$ cat config.mk
export PLATFORM = sky130hd
export DESIGN_NAME = led_sequencer
export DESIGN_NICKNAME = d
export VERILOG_FILES = /design/src/rtl/led_seq_pkg.sv /design/src/rtl/led_seq_channel.sv /design/src/rtl/led_sequencer.sv
export SDC_FILE = /design/constraint.sdc
export NUM_CORES = 1
export LEC_CHECK = 0
export ABC_AREA = 1
export CORE_UTILIZATION = 40
export DETAILED_ROUTE_END_ITERATION = 12
export PLACE_DENSITY = 0.68
export SETUP_SLACK_MARGIN = 0.2
export SLEW_MARGIN = 20
export SYNTH_ARGS = -nofsm -noshare
export SYNTH_HDL_FRONTEND = slang
export SYNTH_SLANG_ARGS = --single-unit
$ cat constraint.sdc
create_clock -name i_clk -period 2.45 [get_ports i_clk]
set_input_delay 0.6125 -clock i_clk [delete_from_list [all_inputs] [get_ports i_clk]]
set_output_delay 0.6125 -clock i_clk [all_outputs]
set_load 0.02 [all_outputs]
$ cat src/rtl/led_seq_pkg.sv
// Shared types and default sizing for the LED sequencer.
package led_seq_pkg;

    typedef enum logic [1:0] {LED_OFF, LED_ON, LED_BLINK, LED_BURST} led_mode_e;

    localparam int unsigned DEF_NUM_LEDS = 4;
    localparam int unsigned DEF_TICK_DIV = 100_000;
    localparam int unsigned DEF_PER_W    = 16;
    localparam int unsigned DEF_CNT_W    = 8;

endpackage

$ cat src/rtl/led_seq_channel.sv
// One LED channel: mode, tick counter, burst pulse counter and registered LED drive.
module led_seq_channel
    import led_seq_pkg::*;
#(
    parameter int unsigned PER_W = DEF_PER_W,
    parameter int unsigned CNT_W = DEF_CNT_W
) (
    input  logic             i_clk,
    input  logic             i_rst_n,
    input  logic             i_tick,
    input  logic             i_load,
    input  led_mode_e        i_mode,
    input  logic [PER_W-1:0] i_period,
    input  logic [CNT_W-1:0] i_count,
    output logic             o_led,
    output logic             o_busy,
    output logic             o_done
);

    led_mode_e        mode_q, mode_d;
    logic [PER_W-1:0] per_q, per_d;
    logic [PER_W-1:0] cnt_q, cnt_d;
    logic [CNT_W-1:0] rem_q, rem_d;
    logic             led_q, led_d;
    logic             done_q, done_d;

    always_comb begin
        mode_d = mode_q;
        per_d  = per_q;
        cnt_d  = cnt_q;
        rem_d  = rem_q;
        led_d  = led_q;
        done_d = 1'b0;
        // A load takes priority over a coincident tick.
        if (i_load) begin
            cnt_d  = '0;
            per_d  = (i_period == '0) ? PER_W'(1) : i_period;
            mode_d = i_mode;
            rem_d  = i_count;
            unique case (i_mode)
                LED_OFF:           led_d = 1'b0;
                LED_ON, LED_BLINK: led_d = 1'b1;
                LED_BURST: begin
                    if (i_count == '0) begin
                        mode_d = LED_OFF;
                        led_d  = 1'b0;
                        done_d = 1'b1;
                    end else begin
                        led_d = 1'b1;
                    end
                end
            endcase
        end else if (i_tick && (mode_q == LED_BLINK || mode_q == LED_BURST)) begin
            if (cnt_q == per_q - PER_W'(1)) begin
                cnt_d = '0;
                led_d = ~led_q;
                // Falling edge of a burst pulse consumes one pulse.
                if (mode_q == LED_BURST && led_q) begin
                    rem_d = rem_q - CNT_W'(1);
                    if (rem_q == CNT_W'(1)) begin
                        mode_d = LED_OFF;
                        led_d  = 1'b0;
                        done_d = 1'b1;
                    end
                end
            end else begin
                cnt_d = cnt_q + PER_W'(1);
            end
        end
    end

    always_ff @(posedge i_clk or negedge i_rst_n) begin
        if (!i_rst_n) begin
            mode_q <= LED_OFF;
            per_q  <= '0;
            cnt_q  <= '0;
            rem_q  <= '0;
            led_q  <= 1'b0;
            done_q <= 1'b0;
        end else begin
            mode_q <= mode_d;
            per_q  <= per_d;
            cnt_q  <= cnt_d;
            rem_q  <= rem_d;
            led_q  <= led_d;
            done_q <= done_d;
        end
    end

    assign o_led  = led_q;
    assign o_busy = (mode_q == LED_BLINK) || (mode_q == LED_BURST);
    assign o_done = done_q;

endmodule

$ cat src/rtl/led_sequencer.sv
// Multi-channel LED sequencer: shared prescaler, config decode and per-channel pattern engines.
module led_sequencer
    import led_seq_pkg::*;
#(
    parameter int unsigned NUM_LEDS = DEF_NUM_LEDS,
    parameter int unsigned TICK_DIV = DEF_TICK_DIV,
    parameter int unsigned PER_W    = DEF_PER_W,
    parameter int unsigned CNT_W    = DEF_CNT_W,
    localparam int unsigned CH_W    = (NUM_LEDS > 1) ? $clog2(NUM_LEDS) : 1
) (
    input  logic                i_clk,
    input  logic                i_rst_n,
    input  logic                i_cfg_valid,
    output logic                o_cfg_ready,
    input  logic [CH_W-1:0]     i_cfg_ch,
    input  logic [1:0]          i_cfg_mode,
    input  logic [PER_W-1:0]    i_cfg_period,
    input  logic [CNT_W-1:0]    i_cfg_count,
    output logic [NUM_LEDS-1:0] o_led,
    output logic [NUM_LEDS-1:0] o_busy,
    output logic [NUM_LEDS-1:0] o_done
);

    localparam int unsigned PRE_W = $clog2(TICK_DIV);

    logic [PRE_W-1:0] presc_q;
    logic             tick;
    logic             ready_q;
    logic             accept;

    assign tick = (presc_q == PRE_W'(TICK_DIV - 1));

    // Prescaler free-runs; config writes never disturb it.
    always_ff @(posedge i_clk or negedge i_rst_n) begin
        if (!i_rst_n) begin
            presc_q <= '0;
            ready_q <= 1'b0;
        end else begin
            presc_q <= tick ? '0 : presc_q + PRE_W'(1);
            ready_q <= 1'b1;
        end
    end

    assign o_cfg_ready = ready_q;
    assign accept      = i_cfg_valid & ready_q;

    for (genvar g = 0; g < NUM_LEDS; g++) begin : g_ch
        logic load;
        // Out-of-range channel numbers match nothing and are dropped.
        assign load = accept && (i_cfg_ch == CH_W'(g));

        led_seq_channel #(
            .PER_W (PER_W),
            .CNT_W (CNT_W)
        ) u_ch (
            .i_clk    (i_clk),
            .i_rst_n  (i_rst_n),
            .i_tick   (tick),
            .i_load   (load),
            .i_mode   (led_mode_e'(i_cfg_mode)),
            .i_period (i_cfg_period),
            .i_count  (i_cfg_count),
            .o_led    (o_led[g]),
            .o_busy   (o_busy[g]),
            .o_done   (o_done[g])
        );
    end

endmodule

======== Word-level counts from Yosys, hierarchy flattened ========
Index checks and enable logic that the tools add are counted.
W data, S select, Z words.
storage, ports and cells
  bits in read-only memories .............. 0
  input bits .............................. 31
  bits in latches ......................... 0
  bits in writable memories ............... 0
  bits in registers ....................... 194
  output and inout port bits .............. 13
  logic and storage cells ................. 212
  memories ................................ 0
cells by class
  multipliers ............................. 0
  magnitude comparators ................... 0
  shift-type cells ........................ 0
  divide/modulo/power cells ............... 0
  eq/ne operators ......................... 23
  muxes and demuxes ....................... 96
  $add $sub $neg .......................... 13
  bitwise operators ....................... 5
  reductions and logical operators ........ 49
operator list
  cell                     number
  $mux W16                 13
  $mux W8                  16
  $add A16 B1 Y16 const B  4
  $eq A16 B16 Y1           4
  $sub A16 B1 Y16 const B  4
  $mux W2                  22
  $mux W1                  43
  $eq A8 B1 Y1 const B     4
  $reduce_bool A2 Y1       16
  $sub A8 B1 Y8 const B    4
  $eq A2 B2 Y1 const B     12
  $add A17 B1 Y17 const B  1
  $eq A17 B17 Y1 const B   1
  $mux W17                 1
  $logic_not A16 Y1        1
  $reduce_and A4 Y1        4
  $logic_and A1 B1 Y1      12
  $reduce_and A3 Y1        4
  $logic_not A8 Y1         1
  $reduce_and A2 Y1        4
  $eq A2 B1 Y1 const B     2
  $logic_not A2 Y1         2
  $logic_or A1 B1 Y1       4
  $not A1 Y1               4
  3 further kinds          3

======== Logic depth before layout (Yosys ltp) ========
  word-level depth ........................ 6
  mapped depth ............................ 17
  mapped depth without buffers ............ 16

======== By module ========
A second synthesis with hierarchy kept.
second synthesis, totals
  cell total of the unflattened synthesis .. 1859
  area total of the unflattened synthesis .. 13211.4 sq um
modules (own cells, without submodules)
  module                              times used  seq. area each (sq um)  area each (sq um)  cells an instance
  led_seq_channel (g_ch[1].u_ch ...)  2           1101.1                  3000.4             418
  led_seq_channel (g_ch[3].u_ch)      1           1101.1                  3156.8             446
  led_seq_channel (g_ch[0].u_ch)      1           1101.1                  2975.4             425
  led_sequencer                       1           450.4                   1078.5             152

======== Least setup slack after synthesis ========
No wires, ideal clock.
  path type ............................... register -> register
  from .................................... register g_ch[1].u_ch.per_q[0]
  to ...................................... register g_ch[1].u_ch.cnt_q[11]
  required time ........................... 2.313 ns
  slack ................................... 0.445 ns
  cell stages (with the launch flop) ...... 14
  arrival time ............................ 1.868 ns
  library setup time ...................... 0.137 ns
  clock period less this slack ............ 2.005 ns
  cell sequence ........................... dfrtp_1 inv_1 ha_1 nand3_2 nor2_4 xor2_1 nand2_1 inv_2 nand2_2 nor2_4 nand2_4 nand2_4 buf_2 a21oi_1
between the ends
  word-level cells in the longest chain between the ends .. 5
ends and longest elaborated chain
  item                      line                   RTL
  start: declaration        led_seq_channel.sv:21  logic [PER_W-1:0] per_q, per_d;
  start signal: assignment  led_seq_channel.sv:82  per_q <= per_d;
  $sub A16 B1 Y16           led_seq_channel.sv:54  if (cnt_q == per_q - PER_W'(1)) begin
  $eq A16 B16 Y1            led_seq_channel.sv:54
  $mux W16                  led_seq_channel.sv:54
  $mux W16                  led_seq_channel.sv:53  end else if (i_tick && (mode_q == LED_BLINK || mode_q == LED_BURST)) begin
  $mux W16                  led_seq_channel.sv:35  if (i_load) begin
  end signal: assignment    led_seq_channel.sv:83  cnt_q <= cnt_d;
  end: declaration          led_seq_channel.sv:22  logic [PER_W-1:0] cnt_q, cnt_d;
No other way between the ends. The select of a mux whose other input is x is not followed.
A chain may end at the register's enable or synchronous reset.

======== Final worst setup path ========
  from .................................... register g_ch[3].u_ch.mode_q[1]
  to ...................................... output o_busy[3]
between the ends
  word-level cells in the longest chain between the ends .. 2
ends and longest elaborated chain
  item                      line                   RTL
  start: declaration        led_seq_channel.sv:20  led_mode_e mode_q, mode_d;
  start signal: assignment  led_seq_channel.sv:81  mode_q <= mode_d;
  $eq A2 B2 Y1              led_seq_channel.sv:91  assign o_busy = (mode_q == LED_BLINK) || (mode_q == LED_BURST);
  $logic_or A1 B1 Y1 (*)    led_seq_channel.sv:91
  end: declaration          led_sequencer.sv:20    output logic [NUM_LEDS-1:0] o_busy,
Every way passes the cells marked *; elsewhere a longest branch is shown, timed or not.

==> impl_metrics.toml <==
[sta]
slew-limit-headroom_pct = 57.7
maxSlewViolCount = 0
hold_viol_final = 0
fmax_mhz = 449
layout_min_cycle_time_ns = 2.23
rsz0062_at_grt = "yes"
setup_viol = 0
skew_ns = 0.0147
tightest_slew_ns = 0.634
fin_hold_ws_ns = 0.182
setup_ws_ns = 0.223
setup_tns_ns = 0
post-route-period-util_pct = 90.9

[synthesis]
async_flop_share_pct = 100
synth-edff-count = 0
syn_area_per_cell_sq_um = 7.23
yosys.cell_types.count = 46
ys.flop_type = "dfrtp_1"
synthesis.nets = 1802
synth_top_cell_by_area = "dfrtp_1"
post_synth_inst_count = 1752
ys_top_cells_by_area = "dfrtp_1 (38%), nand2_1 (15%), inv_1 (5.7%)"
yosysWarnings = 0
ys_ff_latch = 194
synth_area_sq_mm = 0.0127
synth_top_cell_area_share_pct = 38.3
ys_seq_area_share_pct = 38.3

[die]
io_pins = 44
dieArea_sq_mm = 0.0324
core_area_sq_mm = 0.0309
rows = 64
die_x_microns = 180
start_util_pct = 41.0
die_y_microns = 180

[layout]
area_growth_pct = 18.7
final_cell_mix = "nand2_1 (500), dfrtp_1 (194), inv_1 (188), o21ai_0 (137), nor2_1 (127)"
antenna_cells = 0
utilization_pct = 48.7
drive_gt1_share_pct = 12.3
final_common_cell = "nand2_1"
fin_nets = 1888
num-fill-cells = 2991

[clock_tree]
clk_latency_ns = 0.45
cts_max_level = 4
clock_sinks = 194
path_clk_slew_ns = 0.08
clockBufferDepth = 2
cts_tree = "built"
cts_buffers = 17
root_buffer = "clkbuf_16"

[drt]
first_iter_violations = 888
viasPerCell = 5.22
routed_wl_microns = 34200
drt-pass1-iter-count = 5
vias = 11728
drc = 0
wl_per_cell_microns = 15.2
ant_nets = 0

[global_route]
antenna_found_initial = 0
grt_max_degree = 68
grt_pass1_vias = 10894
grt_overflow = 0
track_usage_pct = 20.8
grt_pass1_wl_microns = 54600

[job]
max-cap-violations = 0

[status]
status = "completed"

[worst_setup_path]
slowest_delay_ns = 0.66
crit_family = "buffers and inverters"
critical_path_buf_inv_count = 1
endpoint_kind = "primary output"
crit_path_top_delay_cell = "clkdlybuf4s50_1"
cp-start-kind = "flop"
cp.depth = 1
r2r_cells = 11
critPathMaxFanout = 5
cp_data_required_time_ns = 1.84
crit_chain = "clkdlybuf4s50_1"
arrival_ns = 1.61
worstSetupPathType = "flop to primary output"

[worst_hold_path]
hp-class = "input pin to asynchronous set/reset pin"

[place]
dpl.hpwl_microns = 24700
pre_cts_ws_ns = -0.00605
place_congestion = 0.921
portBuffers = 43

[pwr]
power_w = 0.00956
power.density_mw_per_mm2 = 636
p_leak_nw = 7.36
vdd_drop_max_mv = 0.478
-- Yosys cell counts (all sizes together) (2+ instances only) --
cell type,number
buf,30
a21oi,29
nand3,131
o21bai,4
ha,19
o21ai,141
inv,204
o22ai,17
xor2,71
nor3,31
mux2i,3
nand4,43
nand2,525
clkbuf,33
nor4,11
dfrtp,194
or2,4
xnor2,46
a31oi,5
clkinv,2
nand3b,31
and2,6
nor2,163
-- state kept, by name, summed over array words and instances, names as in the netlist --
register / flops
presc_q: 17
o_cfg_ready: 1
g_ch.u_ch.per_q: 64
g_ch.u_ch.cnt_q: 64
g_ch.u_ch.rem_q: 32
g_ch.u_ch.o_done: 4
g_ch.u_ch.o_led: 4
g_ch.u_ch.mode_q: 8
-- per-layer routing --
metal	routed length (microns)	track usage, %	vias to the layer above
met5	0	0	-
met4	805	7.24	0
met3	1940	3.26	58
met2	15900	33.6	344
met1	15500	28.4	5538
li1	-	-	5788
-- through the flow --
stage,area (sq um),cells
floorplan,12700,1752
global placement,13800,2185
detailed placement,13800,2185
CTS,14500,2217
global route,15000,2247
finish,15000,2247
-- logic make-up (layout without fill, tap and decap cells) --
logic type | count (synthesis) | count (layout) | share of synthesized area [%]
simple gates | 947 | 947 | 34.1
buf+inv | 269 | 368 | 8.82
compound gates | 202 | 202 | 8.51
flops | 194 | 194 | 38.3
xor+xnor | 117 | 117 | 8.09
fa+ha+maj | 19 | 19 | 1.88
mux | 3 | 3 | 0.237
other cells | 1 | 1 | 0.0296
-- final timing paths --
| path | startpoint | end | slack (ns) |
|---|---|---|---|
| worst max-delay path | g_ch[3].u_ch.mode_q[1] | o_busy[3] | 0.22 |
| worst max register to register | g_ch[3].u_ch.per_q[0] | g_ch[3].u_ch.cnt_q[2] | 0.34 |
| min in group i_clk | presc_q[0] | presc_q[0] | 0.46 |
| max in group asynchronous | i_rst_n | g_ch[0].u_ch.per_q[10] | 1.64 |
| worst min-delay path | i_rst_n | g_ch[2].u_ch.cnt_q[10] | 0.18 |
| worst min register to register | presc_q[0] | presc_q[0] | 0.46 |
-- power by group --
group	switching, W	internal, W	leakage [nW]	total [W]
Clock	0.00146	0.00158	0.307	0.00304
Combinational	0.00148	0.00103	4.56	0.00252
Sequential	0.000459	0.00354	2.49	0.00400
-- timing repair --
action                                  in CTS  in global routing
buffers inserted                             0                 26
resized for setup                            6                 60
cloned                                       0                  4
pin swaps                                    1                 20
endpoints found under the setup margin      32                106
hold buffers                                 0                  0
-- area by class of cell --
class	instances	area (sq um)	share of cell area [%]
multi-input combinational	1289	6990	46.4
timing repair inverter	1	5.00	0.0333
sequential	194	4850	32.3
tap	396	495	3.29
clock inverter	15	215	1.43
timing repair buffer	129	1280	8.49
clock buffer	17	425	2.83
inverter	206	782	5.20
Note: power is estimated with default switching activity, not from simulation.
